**src/rtl/scan_timebase.sv**
```systemverilog
// scan_timebase: clock prescaler plus scan channel index generator for LED / 7-segment multiplexing.
// Ports:
//   i_clk, i_rst_n   system clock (rising edge), asynchronous active-low reset
//   i_en             count enable; everything holds while low
//   i_clr            synchronous clear back to the reset state; beats i_en
//   i_mode           00 up-wrap, 01 down-wrap, 10 ping-pong, 11 single sweep
//   o_counter        prescaler value, 0..CLK_DIV-1
//   o_tick           one-cycle pulse on each prescaler wrap (channel step)
//   o_ch             channel index, 0..N_CH-1
//   o_wrap           one-cycle pulse on a sequence boundary
//   o_done           sticky flag once a single sweep has completed
module scan_timebase #(
    parameter int CLK_DIV = 10000,
    parameter int N_CH = 20,
    localparam int CNT_W = (CLK_DIV > 1) ? $clog2(CLK_DIV) : 1,
    localparam int CH_W = (N_CH > 1) ? $clog2(N_CH) : 1
) (
    input  logic             i_clk,
    input  logic             i_rst_n,
    input  logic             i_en,
    input  logic             i_clr,
    input  logic [1:0]       i_mode,
    output logic [CNT_W-1:0] o_counter,
    output logic             o_tick,
    output logic [CH_W-1:0]  o_ch,
    output logic             o_wrap,
    output logic             o_done
);
    localparam logic [CNT_W-1:0] CNT_MAX = CNT_W'(CLK_DIV - 1);
    localparam logic [CH_W-1:0] CH_MAX = CH_W'(N_CH - 1);
    // Ping-pong turnaround target when bouncing off the top end
    localparam logic [CH_W-1:0] CH_PEN = CH_W'((N_CH > 1) ? N_CH - 2 : 0);
    logic [CNT_W-1:0] cnt;
    logic [CH_W-1:0] ch, ch_nxt, up_nxt, dn_nxt, pp_nxt, sw_nxt;
    logic dir_dn, dir_nxt, pp_turn, wrap_nxt, done_nxt, tick, wrap, done, at_max;
    always_comb begin
        at_max = (cnt == CNT_MAX);
        up_nxt = (ch == CH_MAX) ? '0 : ch + CH_W'(1);
        dn_nxt = (ch == '0) ? CH_MAX : ch - CH_W'(1);
        pp_turn = dir_dn ? (ch == '0) : (ch == CH_MAX);
        // With a single channel there is nowhere to bounce to, so stay at 0
        pp_nxt = (N_CH == 1) ? '0 :
                 pp_turn ? (dir_dn ? CH_W'(1) : CH_PEN) :
                 (dir_dn ? ch - CH_W'(1) : ch + CH_W'(1));
        // Saturating step keeps the index in range if the mode is switched at the top
        sw_nxt = (ch == CH_MAX) ? CH_MAX : ch + CH_W'(1);
        ch_nxt = i_mode[1] ? (i_mode[0] ? sw_nxt : pp_nxt) : (i_mode[0] ? dn_nxt : up_nxt);
        dir_nxt = (i_mode == 2'b10 && pp_turn) ? ~dir_dn : dir_dn;
        // Up-type sequences end on 0, down-wrap and sweep end on the top channel
        wrap_nxt = i_mode[0] ? (ch_nxt == CH_MAX) : (ch_nxt == '0);
        done_nxt = (i_mode == 2'b11) && (ch_nxt == CH_MAX);
    end
    always_ff @(posedge i_clk or negedge i_rst_n) begin
        if (!i_rst_n) begin
            cnt <= '0;
            ch <= '0;
            dir_dn <= 1'b0;
            tick <= 1'b0;
            wrap <= 1'b0;
            done <= 1'b0;
        end else if (i_clr) begin
            cnt <= '0;
            ch <= '0;
            dir_dn <= 1'b0;
            tick <= 1'b0;
            wrap <= 1'b0;
            done <= 1'b0;
        end else begin
            tick <= 1'b0;
            wrap <= 1'b0;
            if (i_en && !done) begin
                cnt <= at_max ? '0 : cnt + CNT_W'(1);
                if (at_max) begin
                    ch <= ch_nxt;
                    dir_dn <= dir_nxt;
                    tick <= 1'b1;
                    wrap <= wrap_nxt;
                    done <= done_nxt;
                end
            end
        end
    end
    assign o_counter = cnt;
    assign o_ch = ch;
    assign o_tick = tick;
    assign o_wrap = wrap;
    assign o_done = done;
endmodule

```
**config.mk**
```make
export PLATFORM = sky130hd
export DESIGN_NAME = scan_timebase
export DESIGN_NICKNAME = d
export VERILOG_FILES = /design/src/rtl/scan_timebase.sv
export SDC_FILE = /design/constraint.sdc
export NUM_CORES = 1
export LEC_CHECK = 0
export CAP_MARGIN = 20
export CORE_MARGIN = 2
export CORE_UTILIZATION = 52
export DETAILED_ROUTE_END_ITERATION = 7
export PLACE_DENSITY_LB_ADDON = 0.12
export SYNTH_ARGS = -nofsm -noshare
export SYNTH_HDL_FRONTEND = slang
export SYNTH_SLANG_ARGS = --single-unit
```
**constraint.sdc**
```tcl
create_clock -name i_clk -period 2.47 [get_ports i_clk]
set_input_delay 0.247 -clock i_clk [delete_from_list [all_inputs] [get_ports i_clk]]
set_output_delay 0.247 -clock i_clk [all_outputs]
set_load 0.005 [all_outputs]
```
After elaboration in Yosys (flattened, before gate mapping)
Index checks and enable logic that the tools add are counted.

Flip-flop bits (word level): 23. Bits in latches: 0. Bits of input ports: 6. Memories: 0. ROM bits: 0. Output and inout port bits: 22. RAM bits: 0.

Add/subtract/negate cells: 3. Shift-type cells: 0. $lt $le $gt $ge: 0. Div/mod/pow operators: 0. Eq/ne operators: 5. Reduce and logical (&&, ||, !) cells: 11. Mux-type cells: 30. Bitwise operators: 1. Multipliers: 0.

Operators by type and width (number): 5-bit two-way mux (12); 14-bit two-way mux (3); 1-bit two-way mux (15); 14-bit by 1-bit adder with 14-bit output (second input constant) (1); 14-bit equality test (second input constant) (1); 5-bit equality test (second input constant) (2); 5-bit logical NOT (2); 2-bit nonzero test (3); 5-bit by 1-bit adder with 5-bit output (second input constant) (1); 5-bit by 1-bit subtractor with 5-bit output (second input constant) (1); 2-bit equality test (second input constant) (2); 1-bit logical AND (3); 3-bit AND reduction (1); 2-bit AND reduction (1); 1-bit logical NOT (1); 1-bit NOT (1).

Depth between registers and ports, before layout
Gate-level depths: netlist of run 1.

Depth in word-level cells: 10. Mapped depth: 8. Mapped depth without buffers: 8.

Least setup slack after synthesis of run 1
Ideal clock, no wire load.

Kind: reg-to-reg. Start: register ch[0], in the netlist o_ch[0]. End: register done, in the netlist o_done. Cell stages (with the launch flop): 9. Buffers on the path: 0. Slack: 0.299 ns. Arrival: 2.096 ns. Path through: dfrtp_1 > inv_1 > ha_1 > or4b_4 > o22ai_1 > a211o_1 > nand4_1 > or3b_1 > o2bb2ai_2.

Cells in the longest elaborated chain, start to end: 10. Elaborated cells on any way between the ends: 18. Classes of those cells: 2 x add/sub; 2 x eq/ne; 12 x mux; 2 x reduce/logical.

Ends and longest elaborated chain: start, declared (line 34) `logic [CH_W-1:0] ch, ch_nxt, up_nxt, dn_nxt, pp_nxt, sw_nxt;`; start signal, assigned (line 74) `ch <= ch_nxt;`; 5-bit by 1-bit adder with 5-bit output (tied with other cells) (line 38, 44, 46); 5-bit two-way mux / 1-bit two-way mux (equally long branches) (line 44, 40); 5-bit two-way mux (line 43) `pp_turn ? (dir_dn ? CH_W'(1) : CH_PEN) :`; 5-bit two-way mux (line 47) `ch_nxt = i_mode[1] ? (i_mode[0] ? sw_nxt : pp_nxt) : (i_mode[0] ? dn_nxt : up_nxt);`; 5-bit two-way mux * (line 47); 5-bit equality test * (line 51) `done_nxt = (i_mode == 2'b11) && (ch_nxt == CH_MAX);`; 1-bit logical AND * (line 51); 1-bit two-way mux * (line 73) `if (at_max) begin`; 1-bit two-way mux * (line 71) `if (i_en && !done) begin`; 1-bit two-way mux * (line 61) `end else if (i_clr) begin`; end signal, assigned (line 78) `done <= done_nxt;`; end, declared (line 35) `logic dir_dn, dir_nxt, pp_turn, wrap_nxt, done_nxt, tick, wrap, done, at_max;`.

Mark *: on every way between the ends. The rest lies on a longest branch, timed or not. The select of a mux whose other input is x is not followed. A chain may end at the register's enable or synchronous reset.

Final worst setup path of run 1
Ends and elaborated chain as after synthesis.

==> metrics.md, run 1 <==
| Metric | Value |
|---|---|
| Arr. time, crit path | about 2600 ps |
| Synth-to-Final Area Change | 22.4% |
| Synthesized area | roughly 1500 um^2 |
| Worst Hold Class | input port to asynchronous set/reset pin |
| Synthesized Nets | between 150 and 200 |
| Power per cell area | 334 nW/um^2 |
| Main synth FF type | dfrtp_1 |
| Largest net degree at the start of global routing | 24 |
| Period utilisation layout | 93.6% |
| Post-synthesis adder-cell area fraction | about 2.4% |
| CTS H-tree depth | 1 |
| Crit. End Element | flop |
| Critical Path Source | o_ch[0] |
| Simple-Gate Fraction of Synth Area | 29.6% |
| Final setup fails | 0 |
| CP Launch Type | flop |
| Synth Area in XOR/XNOR | approximately 7.4% |
| Max-cap violations | 0 |
| Layout fillers | 233 |
| Largest family of logic cells by synthesized area | simple AND/OR/NAND/NOR gates |
| Synth Area in Compound Gates | 17.2% |
| Max IR drop VDD | 0.000435 V |
| I/O pin total | 28 |
| Kind of critical path | flop to flop |
| Synth top area cells | dfrtp_1 (37%), nor2_1 (5.1%), xor2_1 (5.1%) |
| Relative slew slack | between 60% and 70% |
| Initial antenna violation count | 0 |
| Worst-case clock buffer depth | 2 |
| FMAX | 433 MHz |
| R2R cell count | 8 |
| Post-route ant nets | 0 |
| # port buffers | 27 |
| #FFs+latches synth | 23 |
| DRC | 0 |
| Synth top area share | 37.5% |
| Post-synth EDFFs | 0 |
| Layout cell share with drive strength beyond 1 | 7.25% |
| RSZ-0062 raised after global routing | no |
| Num CTS Buffers | 3 |
| Remaining Overflow, GRT | 0 |
| Initial DRT Pass Iterations | 5 |
| Most frequent cells in the layout | clkdlybuf4s50_1 (27), dfrtp_1 (23), nor2_1 (21), nand2_1 (18) |
| Multiplexer area fraction after synthesis | 0.652% |
| Worst EP required | 2710 ps |
| Run status | complete, no violations |
| Starting Density | 55.2% |
| Worst-path clk slew | 120 ps |
| Vias per cell | between 6 and 7 |
| Drt first-iter violations | between 60 and 70 |
| Die width | slightly below 60 um |
| ANT cells | 0 |
| FP Rows | 19 |
| R2R Path Start | o_ch[0] |
| Final setup TNS | 0 ps |
| Tmin final | between 2000 and 2500 ps |
| Number of global-route vias before repair | 1285 |
| Most common cell after layout, fill and taps aside | clkdlybuf4s50_1 |
| Yosys synthesis warning count | 0 |
| Die Height | 58.3 um |
| Async S/R FF share, synth | 100% |
| Cells after Synth | between 150 and 200 |
| Clock Latency Late Sink | 300 ps |
| GP Congestion | 0.903 |
| DP HPWL | 2690 um |
| Register area | 576 um^2 |
| LEAKAGE | 0.788 nW |
| Hold_buf cts | 0 |
| Worst slew pin tran | 494 ps |
| Clock Root Buffer | clkbuf_4 |
| CP max FO | 7 |
| Fin. Hold Viols | 0 |
| Core Area | 2780 um^2 |
| Synth area leader | dfrtp_1 |
| Vias post-DR | 1462 |
| Number of max-slew violations in the final report | 0 |
| Power Total | 627 uW |
| Clock skew | 4.34 ps |
| WL per Instance | 15.1 um |
| CTS tree | done |
| Drt total wl | 3600 um |
| Area of the multi-input gates | 882 um^2 |
| Final net count | 217 |
| Global Route Usage Sum | 23.3% |
| Syn avg cell area | 8.62 um^2 |
| Unique cell type count in the Yosys netlist | between 40 and 50 |
| Seq/Total Area, Yosys | 37.5% |
| Final hold slack | roughly 270 ps |
| Clock sinks | 23 |
| First-pass GRT wire length | approximately 6200 um |
| Postcts setup bufs | 0 |
| Die ar. | 3400 um^2 |
==> cells in the mapped netlist (5+ instances only) <==
| cell type | instances |
|---|---|
| a21oi_1 | 5 |
| dfrtp_1 | 23 |
| inv_1 | 9 |
| nand2_1 | 18 |
| nand3_1 | 8 |
| nand4_1 | 7 |
| nor2_1 | 21 |
| o21ai_0 | 7 |
| xor2_1 | 9 |
==> final cells by class <==
type	count	share of cell area, %
Inverter	9	1.80
Sequential cell	23	30.6
Timing Repair Buffer	34	17.2
Tap cell	31	2.06
Clock buffer	4	1.40
Multi-Input combinational cell	137	46.9
==> per-stage QoR <==
stage	util, %	cell area, um^2	cells	setup slack [ps]
final	67.6	1880	238	159
after floorplan	-	1540	178	299
after global routing	67.6	1880	238	24.1
after detailed placement	66.5	1850	234	182
after CTS	67.5	1880	238	139
after global placement	66.5	1850	234	247
==> critical path: stages (launching register included) <==
cell and delay [ps]:
dfrtp_1 410, inv_1 160, ha_2 260, or4b_4 500, o22ai_1 170, a211o_1 150, nand4_1 110, or3b_1 380
o2bb2ai_2 120
==> kinds of logic after synthesis <==
family,Yosys count
and+or+nand+nor,83
AOI/OAI and AO/OA,37
DFF,23
buffers and inverters,18
xor gates and xnor gates,13
adders and majority gates,3
muxes,1
==> report_power, final <==
group          switching, mW  internal, mW  leakage (nW)  total (mW)
logic                 0.0419        0.0303         0.453      0.0723
clock network          0.107        0.0629        0.0150       0.170
registers            0.00447         0.380         0.320       0.384
total                  0.154         0.473         0.788       0.627
==> metal layers <==
metal | GRT usage (%) | part of all wire (%)
met1 | 38.6 | 49
met2 | 31.3 | 43
met3 | 4.40 | 7.3
met4 | 4.65 | 1.1
met5 | 0 | 0
==> final timing paths <==
check,endpoint,slack [ps]
max,o_done,160
min,o_ch[4],270
max reg2reg,o_done,160
min reg2reg,o_done,540
max in group asynchronous,dir_dn,1970
min in group i_clk,o_done,540
==> registers in the layout, indices dropped and copies added (netlist names) <==
| signal | cells |
|---|---|
| o_counter | 14 |
| o_ch | 5 |
| dir_dn | 1 |
| o_done | 1 |
| o_tick | 1 |
| o_wrap | 1 |
==> repair_timing <==
action                                  4_1_cts  5_1_grt
endpoints found under the setup margin        0        1
endpoints found under the hold margin         0        0
gates resized for setup                       0        1
No activity file was read; power rests on OpenSTA's default activity.
==> inputs of run 2 (changes only) <==
Settings changed: CELL_PAD_IN_SITES_DETAIL_PLACEMENT from default to 1, CELL_PAD_IN_SITES_GLOBAL_PLACEMENT from default to 1, CORE_UTILIZATION 52 to 39, SKIP_CTS_REPAIR_TIMING from default to 1.
==> metrics.md, run 2 (synthesis gave the netlist of run 1 again) <==
| Metric | Value |
|---|---|
| Die ar. | 4450 um^2 (was 3400 um^2) |
| DRC | 0 (unchanged) |
| RSZ-0062 raised after global routing | no (unchanged) |
| Layout fillers | 465 (was 233) |
| Remaining Overflow, GRT | 0 (unchanged) |
| Max-cap violations | 0 (unchanged) |
| ANT cells | 0 (unchanged) |
| Tmin final | 2280 ps (was 2310 ps) |
| Post-route ant nets | 0 (unchanged) |
| Drt first-iter violations | 103 (was 62) |
| R2R cell count | 8 (unchanged) |
| Worst-case clock buffer depth | 2 (unchanged) |
| R2R Path Start | o_ch[1] (was o_ch[0]) |
| Most common cell after layout, fill and taps aside | clkdlybuf4s50_1 (unchanged) |
| Die width | 66.7 um (was 58.3 um) |
| Reg2Reg Capture Point | o_done (unchanged) |
| Core Area | 3720 um^2 (was 2780 um^2) |
| Largest net degree at the start of global routing | 24 (unchanged) |
| Final hold slack | 330 ps (was 275 ps) |
| Clock Latency Late Sink | 260 ps (was 300 ps) |
| WL per Instance | 17.1 um (was 15.1 um) |
| Max reg flops | 14 (unchanged) |
| Crit path max-delay cell type | or4b_4 (unchanged) |
| Reg2reg setup slack | 190 ps (was 160 ps) |
| Worst-path clk slew | 80 ps (was 120 ps) |
| Run status | complete, no violations (unchanged) |
| Clock Root Buffer | clkbuf_8 (was clkbuf_4) |
| Crit. End Element | flop (unchanged) |
| FP Rows | 22 (was 19) |
| Initial antenna violation count | 0 (unchanged) |
| DP HPWL | 3440 um (was 2690 um) |
| Area of the multi-input gates | 882 um^2 (unchanged) |
| CP max FO | 7 (unchanged) |
| Number of global-route vias before repair | 1483 (was 1285) |
| CP Launch Type | flop (unchanged) |
| CTS H-tree depth | 1 (unchanged) |
| Clock skew | 1.23 ps (was 4.34 ps) |
| Initial DRT Pass Iterations | 4 (was 5) |
| Drt total wl | 4420 um (was 3600 um) |
| Kind of critical path | flop to flop (unchanged) |
| Num CTS Buffers | 3 (unchanged) |
| FMAX | 438 MHz (was 433 MHz) |
| Global Route Usage Sum | 21.9% (was 23.3%) |
| Clock sinks | 23 (unchanged) |
| Number of max-slew violations in the final report | 0 (unchanged) |
| CP cell instances | inv_1 -> ha_2 -> or4b_4 -> o22ai_1 -> a211o_1 -> nand4_1 -> or3b_1 -> o2bb2ai_2 (unchanged) |
| Fin. Hold Viols | 0 (unchanged) |
| First-pass GRT wire length | 7400 um (was 6240 um) |
| Slowest stage delay, CP | 490 ps (was 500 ps) |
| CP top delay family | simple AND/OR/NAND/NOR gates (unchanged) |
| Most frequent cells in the layout | clkdlybuf4s50_1 (27), dfrtp_1 (23), nor2_1 (21), nand2_1 (18), buf_4 (11) (was clkdlybuf4s50_1 (27), dfrtp_1 (23), nor2_1 (21), nand2_1 (18)) |
| Power Total | 688 uW (was 627 uW) |
| Final setup fails | 0 (unchanged) |
| Relative slew slack | 68.5% (was 66.7%) |
| # port buffers | 27 (unchanged) |
| I/O pin total | 28 (unchanged) |
| Vias post-DR | 1448 (was 1462) |
| Max IR drop VDD | 0.000374 V (was 0.000435 V) |
| Die Height | 66.7 um (was 58.3 um) |
| Final net count | 221 (was 217) |
| Worst EP required | 2670 ps (was 2710 ps) |
| LEAKAGE | 0.817 nW (was 0.788 nW) |
| Starting Density | 41.3% (was 55.2%) |
| Synth-to-Final Area Change | 27.1% (was 22.4%) |
| Vias per cell | 5.59 (was 6.14) |
| Worst Hold Class | input port to asynchronous set/reset pin (unchanged) |
| Period utilisation layout | 92.3% (was 93.6%) |
| GP Congestion | 0.943 (was 0.903) |
| Final setup TNS | 0 ps (unchanged) |
| Worst slew pin tran | 467 ps (was 494 ps) |
| Power per cell area | 353 nW/um^2 (was 334 nW/um^2) |
| Arr. time, crit path | 2480 ps (was 2550 ps) |
| Worst path buffer plus inverter count | 1 (unchanged) |
| Layout cell share with drive strength beyond 1 | 9.48% (was 7.25%) |
| CTS tree | done (unchanged) |
| Register area | 576 um^2 (unchanged) |
==> run 2: how the worst max path moves through the flow <==
stage,cells past startpoint,start,to,slack (ps)
floorplan,8,o_ch[0],o_done,300
global placement,8,o_ch[1],o_done,250
detailed placement,8,o_ch[1],o_done,150
CTS,8,o_ch[1],o_done,140
global route,8,o_ch[1],o_done,40
finish,8,o_ch[1],o_done,190
==> run 2: power breakdown <==
group,internal (mW),leakage [nW],switching [mW]
Sequential,0.379,0.320,0.00468
Clock,0.113,0.0255,0.118
Combinational,0.0315,0.471,0.0423
==> run 2: area by class of cell <==
class / instances / area share, %
timing repair buffer: 38 / 18.1
inverter: 9 / 1.73
tap: 48 / 3.08
clock inverter: 1 / 0.257
sequential: 23 / 29.5
clock buffer: 3 / 2.12
multi-input combinational: 137 / 45.2
==> run 2: per-layer routing <==
layer | GRT usage [%] | share of wire (%) | wire length, um
met3 | 4.39 | 2.7 | 119
met4 | 2.81 | 0.20 | 9
met2 | 34.6 | 45 | 1990
met5 | 0 | 0 | 0
met1 | 31.7 | 52 | 2300
==> run 2: through the flow <==
step / instance area, um^2 / setup slack (ps) / utilization (%) / std cells
detailed placement: 1900 / 148 / 51.2 / 255
finish: 1950 / 189 / 52.5 / 259
global placement: 1900 / 252 / 51.2 / 255
floorplan: 1540 / 299 / - / 178
CTS: 1950 / 139 / 52.4 / 259
global route: 1950 / 36.3 / 52.5 / 259
==> inputs of run 3 (changes only) <==
Settings changed: CELL_PAD_IN_SITES_DETAIL_PLACEMENT 1 to default, CELL_PAD_IN_SITES_GLOBAL_PLACEMENT 1 to default, CORE_UTILIZATION 39 to 52, PLACE_DENSITY from default to 0.79, PLACE_DENSITY_LB_ADDON 0.12 to default.
==> metrics.md, run 3 (synthesis gave the netlist of run 1 again) <==
| Metric | Value |
|---|---|
| DP HPWL | 2750 um (was 3440 um) |
| LEAKAGE | 0.806 nW (was 0.817 nW) |
| Critical Path Source | o_ch[1] (unchanged) |
| Remaining Overflow, GRT | 0 (unchanged) |
| Pre-CTS setup slack | 147 ps (was 148 ps) |
| CP Launch Type | flop (unchanged) |
| Fin util | 68.2% (was 52.5%) |
| Clock Root Buffer | clkbuf_4 (was clkbuf_8) |
| Final net count | 218 (was 221) |
| Clock Latency Late Sink | 310 ps (was 260 ps) |
| Final setup fails | 0 (unchanged) |
| Period utilisation layout | 94.0% (was 92.3%) |
| # port buffers | 27 (unchanged) |
| Die width | 58.3 um (was 66.7 um) |
| GP Congestion | 0.923 (was 0.943) |
| Crit path max-delay cell type | or4b_4 (unchanged) |
| Setup ws final | 149 ps (was 189 ps) |
| Die Height | 58.3 um (was 66.7 um) |
| WL per Instance | 15.7 um (was 17.1 um) |
| Placement Cell Area | 1860 um^2 (was 1900 um^2) |
| Crit. End Element | flop (unchanged) |
| Largest net degree at the start of global routing | 24 (unchanged) |
| Worst-path clk slew | 120 ps (was 80 ps) |
| Global Route Usage Sum | 24.0% (was 21.9%) |
| Initial antenna violation count | 0 (unchanged) |
| FP Rows | 19 (was 22) |
| CTS tree | done (unchanged) |
| Number of max-slew violations in the final report | 0 (unchanged) |
| Clock skew | 5.04 ps (was 1.23 ps) |
| Max-cap violations | 0 (unchanged) |
| Vias post-DR | 1457 (was 1448) |
| Most common cell after layout, fill and taps aside | clkdlybuf4s50_1 (unchanged) |
| R2R Path Start | o_ch[1] (unchanged) |
| Max reg flops | 14 (unchanged) |
| Starting Density | 55.2% (was 41.3%) |
| Run status | complete, no violations (unchanged) |
| Tmin final | 2320 ps (was 2280 ps) |
| Final hold slack | 269 ps (was 330 ps) |
| Worst EP required | 2720 ps (was 2670 ps) |
| Inst Count DP | 235 (was 255) |
| Initial DRT Pass Iterations | 4 (unchanged) |
| ANT cells | 0 (unchanged) |
| Max IR drop VDD | 0.000424 V (was 0.000374 V) |
| Most frequent cells in the layout | clkdlybuf4s50_1 (27), dfrtp_1 (23), nor2_1 (21), nand2_1 (18) (was clkdlybuf4s50_1 (27), dfrtp_1 (23), nor2_1 (21), nand2_1 (18), buf_4 (11)) |
| Power per cell area | 331 nW/um^2 (was 353 nW/um^2) |
| Core Area | 2780 um^2 (was 3720 um^2) |
| CP max FO | 7 (unchanged) |
| Num CTS Buffers | 3 (unchanged) |
| First-pass GRT wire length | 6350 um (was 7400 um) |
| Drt total wl | 3740 um (was 4420 um) |
| DRC | 0 (unchanged) |
| Fin cells | 239 (was 259) |
| I/O pin total | 28 (unchanged) |
| Power Total | 628 uW (was 688 uW) |
| Layout cell share with drive strength beyond 1 | 7.69% (was 9.48%) |
| Kind of critical path | flop to flop (unchanged) |
| Layout Cell Area excl Fill | 1900 um^2 (was 1950 um^2) |
| Drt first-iter violations | 70 (was 103) |
| Fin. Hold Viols | 0 (unchanged) |
| Synth-to-Final Area Change | 23.5% (was 27.1%) |
| R2R cell count | 8 (unchanged) |
| Relative slew slack | 69.6% (was 68.5%) |
| Clock sinks | 23 (unchanged) |
| Reg2reg setup slack | 150 ps (was 190 ps) |
| RSZ-0062 raised after global routing | no (unchanged) |
| Reg2Reg Capture Point | o_done (unchanged) |
| CTS H-tree depth | 1 (unchanged) |
| CP Capture Point | o_done (unchanged) |
| Post-route ant nets | 0 (unchanged) |
| Worst Hold Class | input port to asynchronous set/reset pin (unchanged) |
| Worst slew pin tran | 451 ps (was 467 ps) |
| Final setup TNS | 0 ps (unchanged) |
| Worst-case clock buffer depth | 2 (unchanged) |
| FMAX | 431 MHz (was 438 MHz) |
| Die ar. | 3400 um^2 (was 4450 um^2) |
| Slowest stage delay, CP | 500 ps (was 490 ps) |
| Number of global-route vias before repair | 1352 (was 1483) |
| CP cell instances | inv_1 -> ha_2 -> or4b_4 -> o22ai_1 -> a211o_1 -> nand4_1 -> or3b_1 -> o2bb2ai_2 (unchanged) |
| Arr. time, crit path | 2570 ps (was 2480 ps) |
| Layout fillers | 224 (was 465) |
| Vias per cell | 6.10 (was 5.59) |
==> run 3: worst min-delay path by stage <==
stage | start | to | cells after the start
detailed placement | o_done | o_done | 1
global route | i_rst_n | o_counter[2] | 2
global placement | o_done | o_done | 1
floorplan | i_rst_n | dir_dn | 0
finish | i_rst_n | o_counter[7] | 2
CTS | i_rst_n | o_counter[12] | 2
==> run 3: area by class of cell <==
cell class	count	area [um^2]	share of cell area (%)
Multi-Input combinational cell	137	891	47.0
Sequential cell	23	576	30.4
Timing Repair Buffer	35	330	17.4
Tap cell	31	38.8	2.05
Inverter	9	33.8	1.78
Clock buffer	4	26.3	1.39
==> run 3: report_power, final <==
part	switching [mW]	internal, mW	leakage, nW
sequential	0.00436	0.380	0.320
clock	0.110	0.0631	0.0150
combinational	0.0412	0.0294	0.471
total	0.156	0.472	0.806
==> run 3: routing by layer <==
layer | vias to the layer above | share of wire, % | global-route usage (%)
met5 | - | 0 | 0
met4 | 0 | 1.2 | 7.64
met3 | 6 | 6.0 | 4.62
met2 | 54 | 44 | 35.5
met1 | 686 | 49 | 35.6
li1 | 711 | - | -
==> run 3: worst max-delay path, delay by kind of cell (launching register included) <==
kind | cells | cell delay [ps]
buffers and inverters | 1 | 120
adder cells (fa/ha/maj) | 1 | 250
flip-flops | 1 | 480
AND/OR/NAND/NOR | 3 | 1000
AO/OA/AOI/OAI | 3 | 410
